### src/rtl/pong_pkg.sv
// Shared Pong definitions: FSM/direction enums and field/paddle geometry.
// Geometry helpers let each block derive its limits from its own parameters.
package pong_pkg;

  typedef enum logic [1:0] {
    S_IDLE   = 2'd0,
    S_DELAY  = 2'd1,
    S_REPEAT = 2'd2
  } state_e;

  typedef enum logic [1:0] {
    DIR_NONE = 2'd0,
    DIR_UP   = 2'd1,
    DIR_DN   = 2'd2
  } dir_e;

  localparam int C_FIELD_MAX_DEF = 480;
  localparam int C_PADDLE_H_DEF  = 80;

  function automatic int pmax_of(int field, int paddle);
    return field - paddle;
  endfunction

  function automatic int center_of(int field, int paddle);
    return (field - paddle) / 2;
  endfunction

  localparam int C_PMAX   = pmax_of(C_FIELD_MAX_DEF, C_PADDLE_H_DEF);
  localparam int C_CENTER = center_of(C_FIELD_MAX_DEF, C_PADDLE_H_DEF);

endpackage

### src/rtl/hold_repeat_timer.sv
// Hold/auto-repeat counter: fires after c_DELAY cycles of run,
// then every c_PERIOD cycles until run drops.
module hold_repeat_timer #(
  parameter int c_DELAY  = 8,
  parameter int c_PERIOD = 4
) (
  input  logic i_Clk,
  input  logic i_Rst_n,
  input  logic i_Start,
  input  logic i_Run,
  output logic o_Fire
);

  localparam int MAXV = (c_DELAY > c_PERIOD) ? c_DELAY : c_PERIOD;
  localparam int TW   = $clog2(MAXV) + 1;

  typedef logic [TW-1:0] cnt_t;

  cnt_t cnt_q, cnt_d;
  logic rep_q, rep_d;

  assign o_Fire = (cnt_q == (rep_q ? cnt_t'(c_PERIOD)
                                   : cnt_t'(c_DELAY)));

  always_comb begin
    cnt_d = '0;
    rep_d = 1'b0;
    if (i_Start) begin
      cnt_d = cnt_t'(1);
    end else if (i_Run) begin
      if (o_Fire) begin
        cnt_d = cnt_t'(1);
        rep_d = 1'b1;
      end else begin
        cnt_d = cnt_q + cnt_t'(1);
        rep_d = rep_q;
      end
    end
  end

  always_ff @(posedge i_Clk or negedge i_Rst_n) begin
    if (!i_Rst_n) begin
      cnt_q <= '0;
      rep_q <= 1'b0;
    end else begin
      cnt_q <= cnt_d;
      rep_q <= rep_d;
    end
  end

endmodule

### src/rtl/paddle_ctrl.sv
// Paddle position controller: tap-to-step plus hold-to-repeat,
// saturating at the field edges, with serve recentre.
module paddle_ctrl
  import pong_pkg::*;
#(
  parameter int c_POS_WIDTH     = 10,
  parameter int c_FIELD_MAX     = 480,
  parameter int c_PADDLE_H      = 80,
  parameter int c_HOLD_DELAY    = 6250000,
  parameter int c_REPEAT_PERIOD = 250000,
  parameter int c_STEP          = 4
) (
  input  logic                   i_Clk,
  input  logic                   i_Rst_n,
  input  logic                   i_Up,
  input  logic                   i_Dn,
  input  logic                   i_Enable,
  input  logic                   i_Center,
  output logic [c_POS_WIDTH-1:0] o_Pos,
  output logic                   o_Step,
  output logic                   o_Busy
);

  localparam int PMAX   = pmax_of(c_FIELD_MAX, c_PADDLE_H);
  localparam int CENTER = center_of(c_FIELD_MAX, c_PADDLE_H);

  typedef logic [c_POS_WIDTH-1:0] pos_t;
  typedef logic [c_POS_WIDTH:0]   ext_t;

  dir_e   dir, prev_q;
  state_e state_q, state_d;
  pos_t   pos_q, pos_d;
  logic   step_q, step_d;
  logic   busy_q, busy_d;
  logic   press, do_step;
  logic   t_start, t_run, t_fire;
  ext_t   cur, up_v, dn_v, sum;

  always_comb begin
    dir = DIR_NONE;
    unique case (1'b1)
      (i_Up & ~i_Dn): dir = DIR_UP;
      (i_Dn & ~i_Up): dir = DIR_DN;
      default:        dir = DIR_NONE;
    endcase
  end

  assign press = (dir != DIR_NONE) && (dir != prev_q);

  // Extra bit keeps the saturating add/sub from wrapping.
  always_comb begin
    cur  = {1'b0, pos_q};
    sum  = cur + ext_t'(c_STEP);
    up_v = (cur >= ext_t'(c_STEP)) ? cur - ext_t'(c_STEP) : '0;
    dn_v = (sum > ext_t'(PMAX)) ? ext_t'(PMAX) : sum;
  end

  always_comb begin
    state_d = state_q;
    do_step = 1'b0;
    t_start = 1'b0;
    t_run   = 1'b0;
    if (!i_Enable) begin
      state_d = S_IDLE;
    end else begin
      unique case (state_q)
        S_IDLE: begin
          if (press) begin
            do_step = 1'b1;
            t_start = 1'b1;
            state_d = S_DELAY;
          end
        end
        S_DELAY, S_REPEAT: begin
          if (dir == DIR_NONE) begin
            state_d = S_IDLE;
          end else if (press) begin
            do_step = 1'b1;
            t_start = 1'b1;
            state_d = S_DELAY;
          end else begin
            t_run = 1'b1;
            if (t_fire) begin
              do_step = 1'b1;
              state_d = S_REPEAT;
            end
          end
        end
        default: state_d = S_IDLE;
      endcase
    end

    pos_d = pos_q;
    if (do_step) begin
      pos_d = (dir == DIR_UP) ? pos_t'(up_v) : pos_t'(dn_v);
    end

    if (i_Center) begin
      state_d = S_IDLE;
      t_start = 1'b0;
      t_run   = 1'b0;
      pos_d   = pos_t'(CENTER);
    end

    step_d = (pos_d != pos_q) && !i_Center;
    busy_d = (state_d != S_IDLE);
  end

  hold_repeat_timer #(
    .c_DELAY (c_HOLD_DELAY),
    .c_PERIOD(c_REPEAT_PERIOD)
  ) u_timer (
    .i_Clk  (i_Clk),
    .i_Rst_n(i_Rst_n),
    .i_Start(t_start),
    .i_Run  (t_run),
    .o_Fire (t_fire)
  );

  always_ff @(posedge i_Clk or negedge i_Rst_n) begin
    if (!i_Rst_n) begin
      state_q <= S_IDLE;
      prev_q  <= DIR_NONE;
      pos_q   <= pos_t'(CENTER);
      step_q  <= 1'b0;
      busy_q  <= 1'b0;
    end else begin
      state_q <= state_d;
      prev_q  <= dir;
      pos_q   <= pos_d;
      step_q  <= step_d;
      busy_q  <= busy_d;
    end
  end

  assign o_Pos  = pos_q;
  assign o_Step = step_q;
  assign o_Busy = busy_q;

endmodule
### config.mk
export PLATFORM = sky130hd
export DESIGN_NAME = paddle_ctrl
export DESIGN_NICKNAME = d
export VERILOG_FILES = /design/src/rtl/pong_pkg.sv /design/src/rtl/hold_repeat_timer.sv /design/src/rtl/paddle_ctrl.sv
export SDC_FILE = /design/constraint.sdc
export NUM_CORES = 1
export LEC_CHECK = 0
export CORE_AREA = 2 2 65 91
export DETAILED_ROUTE_END_ITERATION = 6
export DIE_AREA = 0 0 67 93
export PLACE_DENSITY = 0.79
export SKIP_LAST_GASP = 1
export SLEW_MARGIN = 20
export SYNTH_ARGS = -nofsm -noshare
export SYNTH_HDL_FRONTEND = slang
export SYNTH_SLANG_ARGS = --single-unit
### constraint.sdc
create_clock -name i_Clk -period 2.8 [get_ports i_Clk]
set_input_delay 0.28 -clock i_Clk [delete_from_list [all_inputs] [get_ports i_Clk]]
set_output_delay 0.28 -clock i_Clk [all_outputs]
set_load 0.01 [all_outputs]
==> results of run 1 <==
==> power groups by stage <==
stage | registers (W) | clock network, W | logic (W)
2_1_floorplan | 0.000628 | 0 | 0.000141
3_3_place_gp | 0.000631 | 0 | 0.000189
3_5_place_dp | 0.000632 | 0 | 0.000191
4_1_cts | 0.000620 | 0.000480 | 0.000192
5_1_grt | 0.000622 | 0.000507 | 0.000213
6_report | 0.000621 | 0.000473 | 0.000193
==> routing by layer <==
metal | vias up | wire length (um) | part of all wire
met5 | - | 0 | 0
met4 | 0 | 208 | 0.033
met3 | 19 | 285 | 0.045
met2 | 65 | 3250 | 0.52
met1 | 1093 | 2540 | 0.40
li1 | 1116 | - | -
==> registers in the layout (all words and copies together) (netlist names) <==
register / flops
o_Step: 1
o_Pos: 10
u_timer.rep_q: 1
o_Busy: 1
state_q: 2
u_timer.cnt_q: 24
prev_q: 2
==> cell families after synthesis <==
family / Yosys count
compound gates: 61
simple gates: 138
fa+ha+maj: 10
buf+inv: 33
xor+xnor: 23
mux: 2
flops: 41
==> area by class of cell <==
cell class	count	area (um^2)
clock buffer	5	68.8
clock inverter	2	35.0
fill	505	2370
inverter	17	63.8
multi-input combinational	234	1560
sequential	41	1030
tap	68	85.1
timing repair buffer	25	225
==> worst max-delay path: stages (launching register included) <==
cell and delay (ns):
dfrtp_1 0.62, nand3_1 0.22, nor3_1 0.45, mux2i_1 0.19
a31oi_2 0.32, a21o_2 0.19, a32oi_1 0.09, o41a_1 0.43
==> worst max path at each step <==
stage | endpoint | slack, ns | cells after the start
6_report | o_Step | 0.18 | 7
5_1_grt | o_Step | 0.04 | 7
4_1_cts | o_Pos[6] | 0.21 | 7
3_5_place_dp | o_Step | 0.23 | 9
3_3_place_gp | o_Pos[6] | 0.28 | 7
2_1_floorplan | o_Step | 0.13 | 10
==> cell usage in the layout, fill, tap and decap left out, drive strengths merged, types with 4 or more instances in the layout <==
cell type,n
a21o,4
a21oi,14
a31oi,5
and2,8
and3,5
buf,9
clkbuf,5
clkdlybuf4s50,16
dfrtp,38
ha,10
inv,17
nand2,23
nand2b,4
nand3,9
nand4,8
nand4b,4
nor2,38
nor3,6
nor4,4
o21ai,15
or2,6
or3,6
xnor2,13
xor2,10
==> through the flow <==
stage          area [um^2]  hold WS, ns   util  setup slack, ns  instances
6_report              3070        0.109  0.564            0.175        392
5_1_grt               3070        0.163  0.564           0.0432        392
4_1_cts               3070        0.145  0.564            0.205        392
3_5_place_dp          2970        0.469  0.545            0.225        385
3_3_place_gp          2970        0.460  0.545            0.280        385
2_1_floorplan         2820      -0.0156      -            0.128        308
==> results.cfg, run 1 <==
[die]
fp.dieW_um = 67
rows = 32
dieArea_um2 = 6230
num_io_pins = 18
fp.dieH_um = 93
initial_core_util = 0.517
core_um2 = 5450

[synthesis]
ys_seq_area_frac = 0.366
yosysTopAreaCell = dfrtp_1
synth-simple-area-share = 0.269
synthMuxAreaShare = 0.0116
syn-num-nets = 324
synth.area.top_cells = dfrtp_1, nor2_1, ha_1, xnor2_1, xor2_1
synth_warnings = 0
syn_area_um2 = 2820
synth_fa_ha_area_frac = 0.0444
synth.distinct_cells = 72
synth_flop_cell = dfrtp_1
synthXorXnorAreaFrac = 0.0715
syn_inst = 308
synth-seq-cells = 41
synth_area_per_cell_um2 = 9.14
synth-edff-count = 0
synth.top_cell.area_share = 0.338
synth_top_cells_by_count = dfrtp_1, nor2_1, nand2_1
synth_async_sr_flop_share = 1.00
synth-compound-area-share = 0.158
synth_top_family_by_area = simple AND/OR/NAND/NOR gates

[timing]
setup_viol = 0
min_period_ns = 2.62
hold_viol = 0
fmax_ghz = 0.381
fin_skew_ns = 0.00690
final.setup.tns_ns = 0
worst_pin_slew_ns = 0.911
grt_setup_unrepaired = false
maxSlewViolCount = 0
maxSlewHeadroom = 0.393
period_share = 0.937

[clocking]
root_buffer = clkbuf_8
cts.sink_count = 41
hold_buffers = 0
cts_setup_buffers = 0
clock_latency_ns = 0.30
numCtsBuffers = 5
cts_tree = done
htree_levels = 2
cts_buffer_depth = 2
clkTransAtPathRegs_ns = 0.08
cts_resized = 0

[pwr]
switching_share = 0.264
power_switching_w = 0.000340
p_int_w = 0.000947
p_clk_frac = 0.367
cellLeakagePower_nw = 1.22
seqPwrFrac = 0.482
peakVddDrop_mv = 0.167
total_power_w = 0.00129
comb_power_share = 0.150
p_per_area_nw_per_um2 = 419

[job]
drv_cap = 0

[global_route]
top_usage_layer = met2
grt_pass1_vias = 2275
overflow = 0
grt.total_usage = 0.215
grt_max_degree = 42
grt_use_met1 = 0.243
grt_pass1_wl_um = 10400
grt_use_met2 = 0.388
grt_use_met3 = 0.0349
antenna_found_initial = 0

[worst_setup_path]
r2r_end = o_Step
r2r_start = o_Pos[4]
path_class = flip-flop to flip-flop
critPathCaptureType = flip-flop
start_kind = flip-flop
path_max_fanout = 13
critPathLaunch = o_Pos[4]
reg2reg_slack_ns = 0.18
cp.required_ns = 2.98
r2r_cells = 7
crit_arrival_ns = 2.80

[drt]
dr.first_iter.drc_count = 138
ant_nets = 0
drc_errors = 0
routedWlPerCell_um = 16.0
route.vias.total = 2293
routed_via_density = 5.85
wl_um = 6280
drt_pass1_iterations = 4

[worst_hold_path]
min_path_type = primary input to async pin

[place]
numPortBuffers = 17
place_congestion = 0.934
place_hpwl_um = 4600

[status]
status = finished, final reports clean

[layout]
nNetsFinal = 340
n_antenna_cell = 0
drive_gt1_frac = 0.127
area_delta_synth_final_pct = 9.02
(Power assumes the default switching activity.)
==> run 2: changes to the inputs <==
ABC_AREA = 1   (was not set)
CORE_AREA = 2 2 62 88   (was 2 2 65 91)
DIE_AREA = 0 0 64 90   (was 0 0 67 93)
PLACE_DENSITY = 0.83   (was 0.79)
clock period = 2.7 ns   (was 2.8 ns; I/O delays follow)
==> run 2 against run 1 <==
  * Clock power fell by 15%
  * Critical endpoint unchanged
  * Fmax rose by 8.5%
  * Highest routed layer unchanged
  * Via count rose by 15%
  * Synthesized cell count rose by 34%
  * Combinational power rose by 52%
  * Cell area rose by 5.7%
==> results.cfg, run 2 <==
[timing]
setup_viol = 0
maxSlewHeadroom = 0.405
maxSlewViolCount = 0
fmax_ghz = 0.413
period_share = 0.896
min_period_ns = 2.42
worst_pin_slew_ns = 0.892
fin_skew_ns = 0.00763
hold_viol = 0
final.setup.tns_ns = 0

[place]
numPortBuffers = 17
place_congestion = 0.930
place_hpwl_um = 4800
place_inst = 491
placed_area_um2 = 3110

[synthesis]
synth.top_cell.area_share = 0.330
synth_warnings = 0
synth_area_per_cell_um2 = 6.99
synth-seq-cells = 41
synth.area.top_cells = dfrtp_1, nand2_1, inv_1, nor2_1, nand3_1
synth_top_cells_by_count = nand2_1, inv_1, nor2_1
ys_seq_area_frac = 0.357
synth_most_common_cell = nand2_1
synth_async_sr_flop_share = 1.00
synth.distinct_cells = 36
synth_flop_cell = dfrtp_1
yosysTopAreaCell = dfrtp_1
synth-edff-count = 0
syn_area_um2 = 2890
syn-num-nets = 429
syn_inst = 413

[layout]
drive_gt1_frac = 0.135
largest_reg_flops = 24
fin_area_um2 = 3240
layout_common_cells = nand2_1, inv_1, nor2_1, dfrtp_1, nand3_1
final_common_cell = nand2_1
largest-register = u_timer.cnt_q
final_core_util = 0.648
area_delta_synth_final_pct = 12.4
n_antenna_cell = 0
final.fill_count = 434
final_cells = 502
nNetsFinal = 452

[die]
fp.dieH_um = 90
core_um2 = 5000
num_io_pins = 18
dieArea_um2 = 5760
fp.dieW_um = 64
rows = 31
initial_core_util = 0.577

[pwr]
cellLeakagePower_nw = 1.50
peakVddDrop_mv = 0.227
p_per_area_nw_per_um2 = 418

[job]
drv_cap = 0

[drt]
dr.first_iter.drc_count = 148
routed_via_density = 5.27
drc_errors = 0
routedWlPerCell_um = 12.4
wl_um = 6240
route.vias.total = 2647
drt_pass1_iterations = 4
ant_nets = 0

[worst_setup_path]
crit_arrival_ns = 2.59
path_class = flip-flop to flip-flop
critPathCaptureType = flip-flop
path_max_fanout = 5
cp.required_ns = 2.87
r2r_start = o_Pos[3]
start_kind = flip-flop
critPathLaunch = o_Pos[3]

[global_route]
grt_use_met3 = 0.0263
grt_pass1_wl_um = 11200
grt_use_met2 = 0.427
overflow = 0
grt_pass1_vias = 2574
grt_max_degree = 42
grt_use_met1 = 0.280
grt.total_usage = 0.237
top_usage_layer = met2
antenna_found_initial = 0

[clocking]
hold_buffers = 0
root_buffer = clkbuf_8
cts_tree = done
cts_buffer_depth = 2
numCtsBuffers = 5
htree_levels = 2
cts.sink_count = 41
clock_latency_ns = 0.29
clkTransAtPathRegs_ns = 0.07

[status]
status = finished, final reports clean

[worst_hold_path]
min_path_type = primary input to async pin
-- run 2: layer usage --
layer  vias up  wire length [um]
met3        13               166
met2        57              3380
met4         0               156
met5         -                 0
met1      1213              2530
li1       1364                 -
-- run 2: layout make-up --
| cell class | instances | area (um^2) | share of cell area |
|---|---|---|---|
| repair buffers | 24 | 218 | 0.0671 |
| inverters | 64 | 259 | 0.0798 |
| multi-input cells | 300 | 1570 | 0.483 |
| clock buffers | 7 | 86.3 | 0.0266 |
| flip-flops and latches | 41 | 1030 | 0.318 |
| well taps | 66 | 82.6 | 0.0255 |
-- run 2: through the flow --
step	power, W	worst slack (ns)	hold WS (ns)
after floorplan	0.000860	0.560	-0.0256
after CTS	0.00135	0.151	0.132
after detailed placement	0.000951	0.0996	0.449
after global placement	0.000947	0.187	0.441
final	0.00136	0.281	0.102
after global routing	0.00143	-0.0123	0.181
-- run 2: critical path, cell delays in order, from the launching register on --
cell	delay, ns
dfstp_2	0.58
ha_1	0.18
nand2_1	0.10
o21bai_1	0.19
nand2_1	0.09
nor2_2	0.12
nand2_1	0.06
nand2_1	0.07
nand2_2	0.09
buf_4	0.15
nand2_1	0.05
nand2_1	0.05
nand2_1	0.06
nand2_1	0.07
nand2_1	0.11
nand2_1	0.06
nor2_1	0.08
nand3_1	0.07
nor2_1	0.09
nor2_1	0.04
-- run 2: worst paths after layout --
path,end,slack (ns),cells past startpoint
max,o_Step,0.28,19
min,u_timer.cnt_q[17],0.10,1
max reg2reg,o_Step,0.28,19
min reg2reg,u_timer.cnt_q[19],0.51,1
max in group asynchronous,o_Pos[2],1.99,1
min in group i_Clk,u_timer.cnt_q[19],0.51,1
-- run 2: cell families after synthesis --
family | count (synthesis) | share of synthesized area
adder cells (fa/ha/maj) | 10 | 0.0434
buffers and inverters | 72 | 0.105
AND/OR/NAND/NOR | 232 | 0.372
XOR/XNOR | 8 | 0.0243
AO/OA/AOI/OAI | 50 | 0.0984
flip-flops | 41 | 0.357
-- run 2: repair_timing --
| item | in CTS | in global routing |
|---|---|---|
| setup endpoints to repair | 0 | 1 |
| setup buffers | 0 | 4 |
| gates resized for setup | 0 | 7 |
| endpoints found under the hold margin | 0 | 0 |
-- run 2: where the power goes --
| part | total (W) | internal (W) | leakage [nW] | switching (W) |
|---|---|---|---|---|
| Combinational | 0.000294 | 0.000117 | 0.905 | 0.000177 |
| Sequential | 0.000663 | 0.000636 | 0.554 | 0.0000276 |
| Clock | 0.000400 | 0.000203 | 0.0443 | 0.000197 |
| Total | 0.00136 | 0.000955 | 1.50 | 0.000402 |
